`src/rtl/prism_in_filter_pkg.sv`:
```
// Shared constants for the prism_in_filter input qualifier.
// Flag behaviour is selected by the PRISM_IN_FILTER_FLAGS_EN macro in the top.
package prism_in_filter_pkg;

    localparam int NUM_IN_DEF = 8;
    localparam int CNT_W_DEF  = 4;
    localparam int PRE_W_DEF  = 8;

    // When a flag sees a set and a clear on the same edge, the set is kept.
    localparam bit FLAG_SET_WINS = 1'b1;
    localparam bit FLAG_CLR_WINS = ~FLAG_SET_WINS;

endpackage

```
`src/rtl/prism_in_filter_if.sv`:
```
// Signal bundle between the pin-side driver and the prism_in_filter block.
// No valid/ready handshake: every signal is a level, sampled on each rising clk edge.
interface prism_in_filter_if
    import prism_in_filter_pkg::*;
#(
    parameter int NUM_IN = NUM_IN_DEF,
    parameter int CNT_W  = CNT_W_DEF,
    parameter int PRE_W  = PRE_W_DEF
);
    logic [NUM_IN-1:0] in_raw;
    logic [NUM_IN-1:0] filt_mask;
    logic [CNT_W-1:0]  filt_len;
    logic [PRE_W-1:0]  prescale;
    logic [NUM_IN-1:0] flag_rise_en;
    logic [NUM_IN-1:0] flag_fall_en;
    logic [NUM_IN-1:0] flag_clr;
    logic [NUM_IN-1:0] in_filt;
    logic [NUM_IN-1:0] rise;
    logic [NUM_IN-1:0] fall;
    logic [NUM_IN-1:0] edge_flags;
    logic              irq;

    modport master (
        output in_raw, filt_mask, filt_len, prescale,
        output flag_rise_en, flag_fall_en, flag_clr,
        input  in_filt, rise, fall, edge_flags, irq
    );

    modport slave (
        input  in_raw, filt_mask, filt_len, prescale,
        input  flag_rise_en, flag_fall_en, flag_clr,
        output in_filt, rise, fall, edge_flags, irq
    );
endinterface

```
`src/rtl/prism_in_filter_bit.sv`:
```
// One qualified input bit: stability counter, clean level and edge pulses.
module prism_in_filter_bit #(
    parameter int CNT_W = 4
) (
    input  logic             clk,
    input  logic             rst_n,
    input  logic             tick,
    input  logic             mask,
    input  logic [CNT_W-1:0] len,
    input  logic             raw,
    output logic             in_filt,
    output logic             rise,
    output logic             fall
);
    logic [CNT_W-1:0] cnt;

    // The >= compare lets a shrinking len take effect on the next tick and
    // keeps cnt from ever incrementing past len.
    always_ff @(posedge clk or negedge rst_n) begin
        if (!rst_n) begin
            cnt     <= '0;
            in_filt <= 1'b0;
            rise    <= 1'b0;
            fall    <= 1'b0;
        end else begin
            rise <= 1'b0;
            fall <= 1'b0;
            if (raw == in_filt) begin
                cnt <= '0;
            end else if (!mask || (tick && cnt >= len)) begin
                in_filt <= raw;
                rise    <= raw;
                fall    <= ~raw;
                cnt     <= '0;
            end else if (tick) begin
                cnt <= cnt + 1'b1;
            end
        end
    end
endmodule

```
`src/rtl/prism_in_filter.sv`:
```
// Per-bit glitch filter with prescaled stability counting, edge pulses and
// optional sticky edge flags + irq (enabled by defining PRISM_IN_FILTER_FLAGS_EN).
module prism_in_filter
    import prism_in_filter_pkg::*;
#(
    parameter int NUM_IN = NUM_IN_DEF,
    parameter int CNT_W  = CNT_W_DEF,
    parameter int PRE_W  = PRE_W_DEF
) (
    input  logic              clk,
    input  logic              rst_n,
    prism_in_filter_if.slave  bus
);
    logic [PRE_W-1:0]  pre_cnt;
    logic              tick;
    logic [NUM_IN-1:0] filt_v;
    logic [NUM_IN-1:0] rise_v;
    logic [NUM_IN-1:0] fall_v;

    // Lowering prescale below pre_cnt still produces a tick and a wrap.
    assign tick = (pre_cnt >= bus.prescale);

    always_ff @(posedge clk or negedge rst_n) begin
        if (!rst_n) begin
            pre_cnt <= '0;
        end else if (tick) begin
            pre_cnt <= '0;
        end else begin
            pre_cnt <= pre_cnt + 1'b1;
        end
    end

    for (genvar i = 0; i < NUM_IN; i++) begin : g_bit
        prism_in_filter_bit #(
            .CNT_W (CNT_W)
        ) u_bit (
            .clk     (clk),
            .rst_n   (rst_n),
            .tick    (tick),
            .mask    (bus.filt_mask[i]),
            .len     (bus.filt_len),
            .raw     (bus.in_raw[i]),
            .in_filt (filt_v[i]),
            .rise    (rise_v[i]),
            .fall    (fall_v[i])
        );
    end

    assign bus.in_filt = filt_v;
    assign bus.rise    = rise_v;
    assign bus.fall    = fall_v;

`ifdef PRISM_IN_FILTER_FLAGS_EN
    logic [NUM_IN-1:0] flags;
    logic [NUM_IN-1:0] flag_set;

    assign flag_set = (rise_v & bus.flag_rise_en) | (fall_v & bus.flag_fall_en);

    always_ff @(posedge clk or negedge rst_n) begin
        if (!rst_n) begin
            flags <= '0;
        end else if (FLAG_CLR_WINS) begin
            flags <= (flags | flag_set) & ~bus.flag_clr;
        end else begin
            flags <= flag_set | (flags & ~bus.flag_clr);
        end
    end

    assign bus.edge_flags = flags;
    assign bus.irq        = |flags;
`else
    logic unused_flag_inputs;

    assign unused_flag_inputs = ^{bus.flag_rise_en, bus.flag_fall_en, bus.flag_clr};
    assign bus.edge_flags     = '0;
    assign bus.irq            = 1'b0;
`endif
endmodule
```
`src/flat_wrapper.sv`:
```
// flat-port wrapper written by rule: the top's interface ports become plain ports
module prism_in_filter_flat import prism_in_filter_pkg::*;
#(
    parameter int NUM_IN = NUM_IN_DEF,
    parameter int CNT_W  = CNT_W_DEF,
    parameter int PRE_W  = PRE_W_DEF
)
  (clk, rst_n, bus_in_raw, bus_filt_mask, bus_filt_len, bus_prescale, bus_flag_rise_en, bus_flag_fall_en, bus_flag_clr, bus_in_filt, bus_rise, bus_fall, bus_edge_flags, bus_irq);
  prism_in_filter_if #(.NUM_IN(NUM_IN), .CNT_W(CNT_W), .PRE_W(PRE_W)) bus_i ();
  input  logic clk;
  input  logic rst_n;
  input wire logic [$bits(bus_i.in_raw)-1:0] bus_in_raw;
  input wire logic [$bits(bus_i.filt_mask)-1:0] bus_filt_mask;
  input wire logic [$bits(bus_i.filt_len)-1:0] bus_filt_len;
  input wire logic [$bits(bus_i.prescale)-1:0] bus_prescale;
  input wire logic [$bits(bus_i.flag_rise_en)-1:0] bus_flag_rise_en;
  input wire logic [$bits(bus_i.flag_fall_en)-1:0] bus_flag_fall_en;
  input wire logic [$bits(bus_i.flag_clr)-1:0] bus_flag_clr;
  output wire logic [$bits(bus_i.in_filt)-1:0] bus_in_filt;
  output wire logic [$bits(bus_i.rise)-1:0] bus_rise;
  output wire logic [$bits(bus_i.fall)-1:0] bus_fall;
  output wire logic [$bits(bus_i.edge_flags)-1:0] bus_edge_flags;
  output wire logic [$bits(bus_i.irq)-1:0] bus_irq;
  assign bus_i.in_raw = bus_in_raw;
  assign bus_i.filt_mask = bus_filt_mask;
  assign bus_i.filt_len = bus_filt_len;
  assign bus_i.prescale = bus_prescale;
  assign bus_i.flag_rise_en = bus_flag_rise_en;
  assign bus_i.flag_fall_en = bus_flag_fall_en;
  assign bus_i.flag_clr = bus_flag_clr;
  assign bus_in_filt = bus_i.in_filt;
  assign bus_rise = bus_i.rise;
  assign bus_fall = bus_i.fall;
  assign bus_edge_flags = bus_i.edge_flags;
  assign bus_irq = bus_i.irq;
  prism_in_filter #(.NUM_IN(NUM_IN), .CNT_W(CNT_W), .PRE_W(PRE_W)) u_core (.clk(clk), .rst_n(rst_n), .bus(bus_i));
endmodule
```
`config.mk`:
```
export PLATFORM = sky130hd
export DESIGN_NAME = prism_in_filter_flat
export DESIGN_NICKNAME = d
export VERILOG_FILES = /design/src/rtl/prism_in_filter_pkg.sv /design/src/rtl/prism_in_filter_if.sv /design/src/rtl/prism_in_filter_bit.sv /design/src/rtl/prism_in_filter.sv /design/src/flat_wrapper.sv
export SDC_FILE = /design/constraint.sdc
export NUM_CORES = 1
export LEC_CHECK = 0
export BUFFER_PORTS_ARGS = -buffer_cell sky130_fd_sc_hd__buf_4
export CORE_ASPECT_RATIO = 1.5
export CORE_UTILIZATION = 35
export CTS_BUF_LIST = sky130_fd_sc_hd__clkbuf_8
export DETAILED_ROUTE_END_ITERATION = 7
export PLACE_DENSITY = 0.53
export SLEW_MARGIN = 0
export SYNTH_ARGS = -nofsm -noshare
export SYNTH_HDL_FRONTEND = slang
export SYNTH_SLANG_ARGS = --single-unit
```
`constraint.sdc`:
```
create_clock -name clk -period 4.5 [get_ports clk]
set_clock_uncertainty 0.05 [all_clocks]
set_input_delay 0.9 -clock clk [delete_from_list [all_inputs] [get_ports clk]]
set_output_delay 0.9 -clock clk [all_outputs]
set_load 0.05 [all_outputs]
```
==> results of run 1 <==
==> logic make-up after synthesis <==
logic type / after synthesis
buffers and inverters: 77
multiplexers: 8
adder cells (fa/ha/maj): 49
other: 1
flip-flops: 64
XOR/XNOR: 9
AND/OR/NAND/NOR: 153
AO/OA/AOI/OAI: 72
==> worst min path at each step <==
| stage | startpoint | endpoint | slack [ns] |
|---|---|---|---|
| floorplan | u_core.pre_cnt[0] | u_core.pre_cnt[0] | 0.40 |
| global placement | u_core.pre_cnt[0] | u_core.pre_cnt[0] | 0.43 |
| detailed placement | u_core.pre_cnt[0] | u_core.pre_cnt[0] | 0.44 |
| CTS | u_core.pre_cnt[0] | u_core.pre_cnt[0] | 0.45 |
| global route | u_core.pre_cnt[0] | u_core.pre_cnt[0] | 0.48 |
| finish | u_core.pre_cnt[0] | u_core.pre_cnt[0] | 0.45 |
==> synthesized netlist by cell type <==
master and number:
buf_6 1, a21bo_2 5, dfrtp_1 64, o31ai_2 5
buf_2 5, xnor2_1 3, o21a_1 8, inv_1 33
mux2_1 5, nand4b_1 8, ha_1 49, o311a_4 1
and2_1 1, xor2_1 6, a2111oi_0 3, nor2_1 27
nand4_1 1, a21oi_1 24, o211ai_1 1, or3_1 3
o31ai_1 3, o21ai_0 5, nor3b_1 6, conb_1 1
buf_4 34, a31oi_1 9, o311ai_1 1, nand2b_1 14
nand3_1 35, a211o_1 7, clkbuf_1 4, and3_1 1
nand3b_1 8, nand2_1 28, nor3_1 21, mux2_2 3
==> critical path, delay by kind of cell <==
kind            cells  cell delay [ns]
mux                 1             0.34
compound gates      4             1.36
buf+inv             2             0.11
fa+ha+maj           1             0.29
==> per-stage QoR <==
stage	power, uW	setup WS, ns	cells
2_1_floorplan	1068	1.862	441
3_3_place_gp	1167	1.283	601
3_5_place_dp	1182	1.273	601
6_report	1643	1.668	616
4_1_cts	1679	1.647	616
5_1_grt	1750	1.549	616
==> flip-flops by register name, indices dropped and copies added, names as in the netlist <==
| signal | count |
|---|---|
| u_core.g_bit.u_bit.fall | 8 |
| u_core.g_bit.u_bit.rise | 8 |
| u_core.g_bit.u_bit.cnt | 32 |
| u_core.g_bit.u_bit.in_filt | 8 |
| u_core.pre_cnt | 8 |
==> area by class of cell <==
cell class,instances,area [um^2]
Clock buffer,10,137.6
Clock inverter,5,48.80
Fill cell,1140,6824
Inverter,33,123.9
Multi-Input combinational cell,300,2142
Sequential cell,64,1602
Tap cell,150,187.7
Timing Repair Buffer,54,405.4
==> report_power, final <==
part           leakage [uW]  internal (uW)  switching (uW)
registers          0.000858            630            51.1
logic               0.00119            167             312
clock network      0.000103            263             220
total               0.00215           1060             583
==> routing by layer <==
layer / up-vias / GRT usage, %
met5: - / 0
met4: 0 / 6.989
met3: 10 / 2.646
met2: 53 / 25.97
met1: 1475 / 16.67
li1: 1543 / -
==> flow_summary.yaml, run 1 <==
synth:
  synthMuxAreaShare_pct: 2.183
  syn_area_um2: 4126
  syn_inst: 433
  synth.largest_area_cell: "dfrtp_1"
  avgSynthCellArea_um2: 9.530
  synth_top_family_by_area: "simple AND/OR/NAND/NOR gates"
  synth.top_cell.area_share_pct: 38.81
  synth-compound-area-share_pct: 12.64
  synth_adder_area_share_pct: 14.86
  synth_cell_types: 36
  seq_area_frac_synth_pct: 38.81
  synth_xor_area_share_pct: 1.910
  ys_seq_elements: 64
  ys_top_cells_by_area: "dfrtp_1 39%, ha_1 15%, buf_4 6.2%"
  ys.warnings.count: 0
  synth-simple-area-share_pct: 19.07
cells_and_area:
  antennaDiodeCount: 0
  fin_util_pct: 40.51
  fin_nets: 565
  final_cell_mix: "64 x dfrtp_1, 54 x buf_4, 49 x ha_1"
  drive_gt1_share_pct: 17.81
  postLayoutCellArea_um2: 4647
  syn_to_final_growth_pct: 12.61
  final_common_cell: "dfrtp_1"
grt:
  grt_pass1_vias: 3097
  grt_usage_pct: 14.55
  grt_max_degree: 65
  grt_pass1_wl_mm: 14.25
  gr-total-overflow: 0
  antenna_found_initial: 0
setup_path:
  slowest_stage: "o311a_4"
  start_kind: "input port"
  critPathKind: "in2reg"
  reg2reg_depth: 6
  crit_end: "u_core.g_bit[6].u_bit.in_filt"
  startpoint: "bus_prescale[2]"
  ff2ff_setup_slack_ns: 1.89
  critPathRequiredTime_ns: 4.68
  slowest_delay_ns: 0.53
  endpoint_kind: "flop"
  worstPathArrival_ns: 3.01
  r2r-end: "u_core.g_bit[6].u_bit.in_filt"
  reg2reg_from: "u_core.pre_cnt[5]"
  path_max_fanout: 41
  cp_cell_sequence: "buf_4, inv_1, ha_1, a211o_1, a31oi_1, o311a_4, o21a_1, mux2_2"
timing:
  hold_violations: 0
  tightest_slew_ns: 0.8601
  setup_violations: 0
  period_needed_ns: 2.832
  tns_ns: 0
  slew_violations: 0
  whs_ns: 0.4504
  rsz0062_at_grt: "no"
  fmax_mhz: 353.1
  finalCritPeriodShare_pct: 62.94
  maxSlewHeadroom_pct: 42.66
cts:
  hold_buffers: 0
  clkSinkCount: 64
  cts_buffer_depth: 2
  cts_tree: "done"
  htree_levels: 3
  clk-insertion-delay-late_ns: 0.35
  cts_resized: 0
  cts_buffers: 9
  path_clk_slew_ns: 0.06
  root_buffer: "clkbuf_8"
  postCtsSetupBuffers: 0
place:
  dp_hpwl_mm: 5.539
  place_area_um2: 4461
  place.gp.congestion: 0.7231
  io_buffer_count: 53
routing:
  drt_iter0_drc: 130
  wl_met2_mm: 4.119
  drt_pass1_iterations: 4
  wl_met3_um: 266
  routed_wl_mm: 8.006
  drt-met1-wl_mm: 3.446
  routed_via_density: 5.002
  vias: 3081
  ant_nets: 0
  drc_errors: 0
  routed.top_layer: "met4"
  wl_per_cell_um: 13.00
die:
  die_w_um: 90.66
  dieArea_um2: 12240
  fp.dieH_um: 135.0
  ioPinCount: 87
  core_area_um2: 11470
  start_util_pct: 35.97
  rows: 48
min_path:
  hp-class: "reg2reg"
  min_path_cells: 1
status:
  status: "complete, no violations"
pwr:
  vdd_ir_drop_max_v: 0.0001581
  power_density_nw_per_um2: 353.6
  leakagePower_uw: 0.002155
flow_run:
  cap_violations: 0
(Power assumes the default switching activity.)
==> run 2, diff against run 1 <==
--- a/config.mk
+++ b/config.mk
@@ -10,7 +10,7 @@
 export CORE_UTILIZATION = 35
 export CTS_BUF_LIST = sky130_fd_sc_hd__clkbuf_8
 export DETAILED_ROUTE_END_ITERATION = 7
-export PLACE_DENSITY = 0.53
+export PLACE_DENSITY = 0.55
 export SLEW_MARGIN = 0
 export SYNTH_ARGS = -nofsm -noshare
 export SYNTH_HDL_FRONTEND = slang
==> constraint.sdc (replaced) <==
create_clock -name clk -period 2.5 [get_ports clk]
set_clock_uncertainty 0.05 [all_clocks]
set_input_delay 0.5 -clock clk [delete_from_list [all_inputs] [get_ports clk]]
set_output_delay 0.5 -clock clk [all_outputs]
set_load 0.05 [all_outputs]
==> flow_summary.yaml, run 2 (synthesized netlist as in run 1, its figures left out) <==
status:
  status: "complete, no violations"
grt:
  gr-total-overflow: 0
  antenna_found_initial: 0
  grt_pass1_vias: 3097
  met1_usage_pct: 15.95
  grtUsageMet2_pct: 26.89
  grt_pass1_wl_mm: 14.14
  grt_use_met3_pct: 2.421
  grt_max_degree: 65
  grt_busiest_layer: "met2"
  grt_usage_pct: 14.55
die:
  dieArea_um2: 12240
  core_area_um2: 11470
  fp.dieH_um: 135.0
  start_util_pct: 35.97
  ioPinCount: 87
  die_w_um: 90.66
  rows: 48
cts:
  postCtsSetupBuffers: 0
  cts_resized: 0
  htree_levels: 3
  path_clk_slew_ns: 0.07
  clkSinkCount: 64
  clk-insertion-delay-late_ns: 0.34
  cts_tree: "done"
  root_buffer: "clkbuf_8"
  hold_buffers: 0
  cts_buffer_depth: 2
  cts_buffers: 9
cells_and_area:
  largest_reg_flops: 32
  final_common_cell: "buf_4"
  postLayoutCellArea_um2: 4725
  regMostFlops: "u_core.g_bit.u_bit.cnt"
  antennaDiodeCount: 0
  fin_util_pct: 41.19
  final_cell_mix: "66 x buf_4, 64 x dfrtp_1, 49 x ha_1"
  fin_nets: 578
  drive_gt1_share_pct: 19.46
  syn_to_final_growth_pct: 14.49
  fillers: 1132
flow_run:
  cap_violations: 0
timing:
  finalCritPeriodShare_pct: 93.18
  tns_ns: 0
  setup_violations: 0
  slew_violations: 0
  hold_violations: 0
  period_needed_ns: 2.329
  tightest_slew_ns: 0.8361
  maxSlewHeadroom_pct: 44.26
  fmax_mhz: 429.3
  rsz0062_at_grt: "no"
place:
  dp_hpwl_mm: 6.006
  place_area_um2: 4571
  io_buffer_count: 53
  place.gp.congestion: 0.7229
pwr:
  total_power_uw: 2932
  power_density_nw_per_um2: 620.7
  leakagePower_uw: 0.002203
  vdd_ir_drop_max_v: 0.0002516
routing:
  routed_via_density: 5.021
  wl_per_cell_um: 13.57
  drt_iter0_drc: 175
  routed_wl_mm: 8.522
  ant_nets: 0
  drt_pass1_iterations: 4
  drc_errors: 0
  vias: 3153
setup_path:
  critPathTopFamily: "compound AO/OA/AOI/OAI gates"
  cp_cell_sequence: "ha_1, a211o_1, a31oi_1, o311a_4, o21a_1, mux2_1"
  worstPathArrival_ns: 2.51
  critPathKind: "reg2reg"
  start_kind: "flop"
  endpoint_kind: "flop"
  crit_buf_inv: 0
  ff2ff_setup_slack_ns: 0.17
  critPathRequiredTime_ns: 2.68
  path_max_fanout: 15
  reg2reg_depth: 6
  slowest_delay_ns: 0.42
  slowest_stage: "dfrtp_1"
  crit_cells: 6
min_path:
  hp-class: "in2async"
## run 2: worst paths after layout
kind	from	end
min	rst_n	u_core.g_bit[1].u_bit.rise
max	u_core.pre_cnt[2]	u_core.g_bit[2].u_bit.in_filt
min in group clk	bus_in_raw[1]	u_core.g_bit[1].u_bit.fall
max in group asynchronous	rst_n	u_core.pre_cnt[4]
min reg2reg	u_core.pre_cnt[0]	u_core.pre_cnt[0]
max reg2reg	u_core.pre_cnt[2]	u_core.g_bit[2].u_bit.in_filt
## run 2: where the power goes
group / internal [uW] / leakage, uW / switching, uW
clock network: 363 / 0.0000918 / 384
registers: 1130 / 0.000858 / 92.0
logic: 367 / 0.00125 / 592
total: 1860 / 0.00220 / 1070
## run 2: final cells by class
type / instances / area [um^2] / area share [%]
Multi-Input combinational cell: 300 / 2142 / 45.34
Tap cell: 150 / 187.7 / 3.972
Sequential cell: 64 / 1602 / 33.90
Clock inverter: 4 / 16.27 / 0.3443
Inverter: 33 / 123.9 / 2.622
Timing Repair Buffer: 67 / 515.5 / 10.91
Clock buffer: 10 / 137.6 / 2.913
## run 2: per-layer routing
layer	wire, um	vias up
met1	3630	1533
met2	4537	49
met4	120	0
met5	0	-
met3	234	8
li1	-	1563
## run 2: stage by stage
step	setup slack, ns	std cells	hold slack, ns
after detailed placement	-0.03566	614	0.4377
final	0.1706	628	0.2044
after global routing	0.07416	628	0.2845
after global placement	0.01982	614	0.4296
after floorplan	0.2617	441	0.1544
after CTS	0.1462	628	0.2400
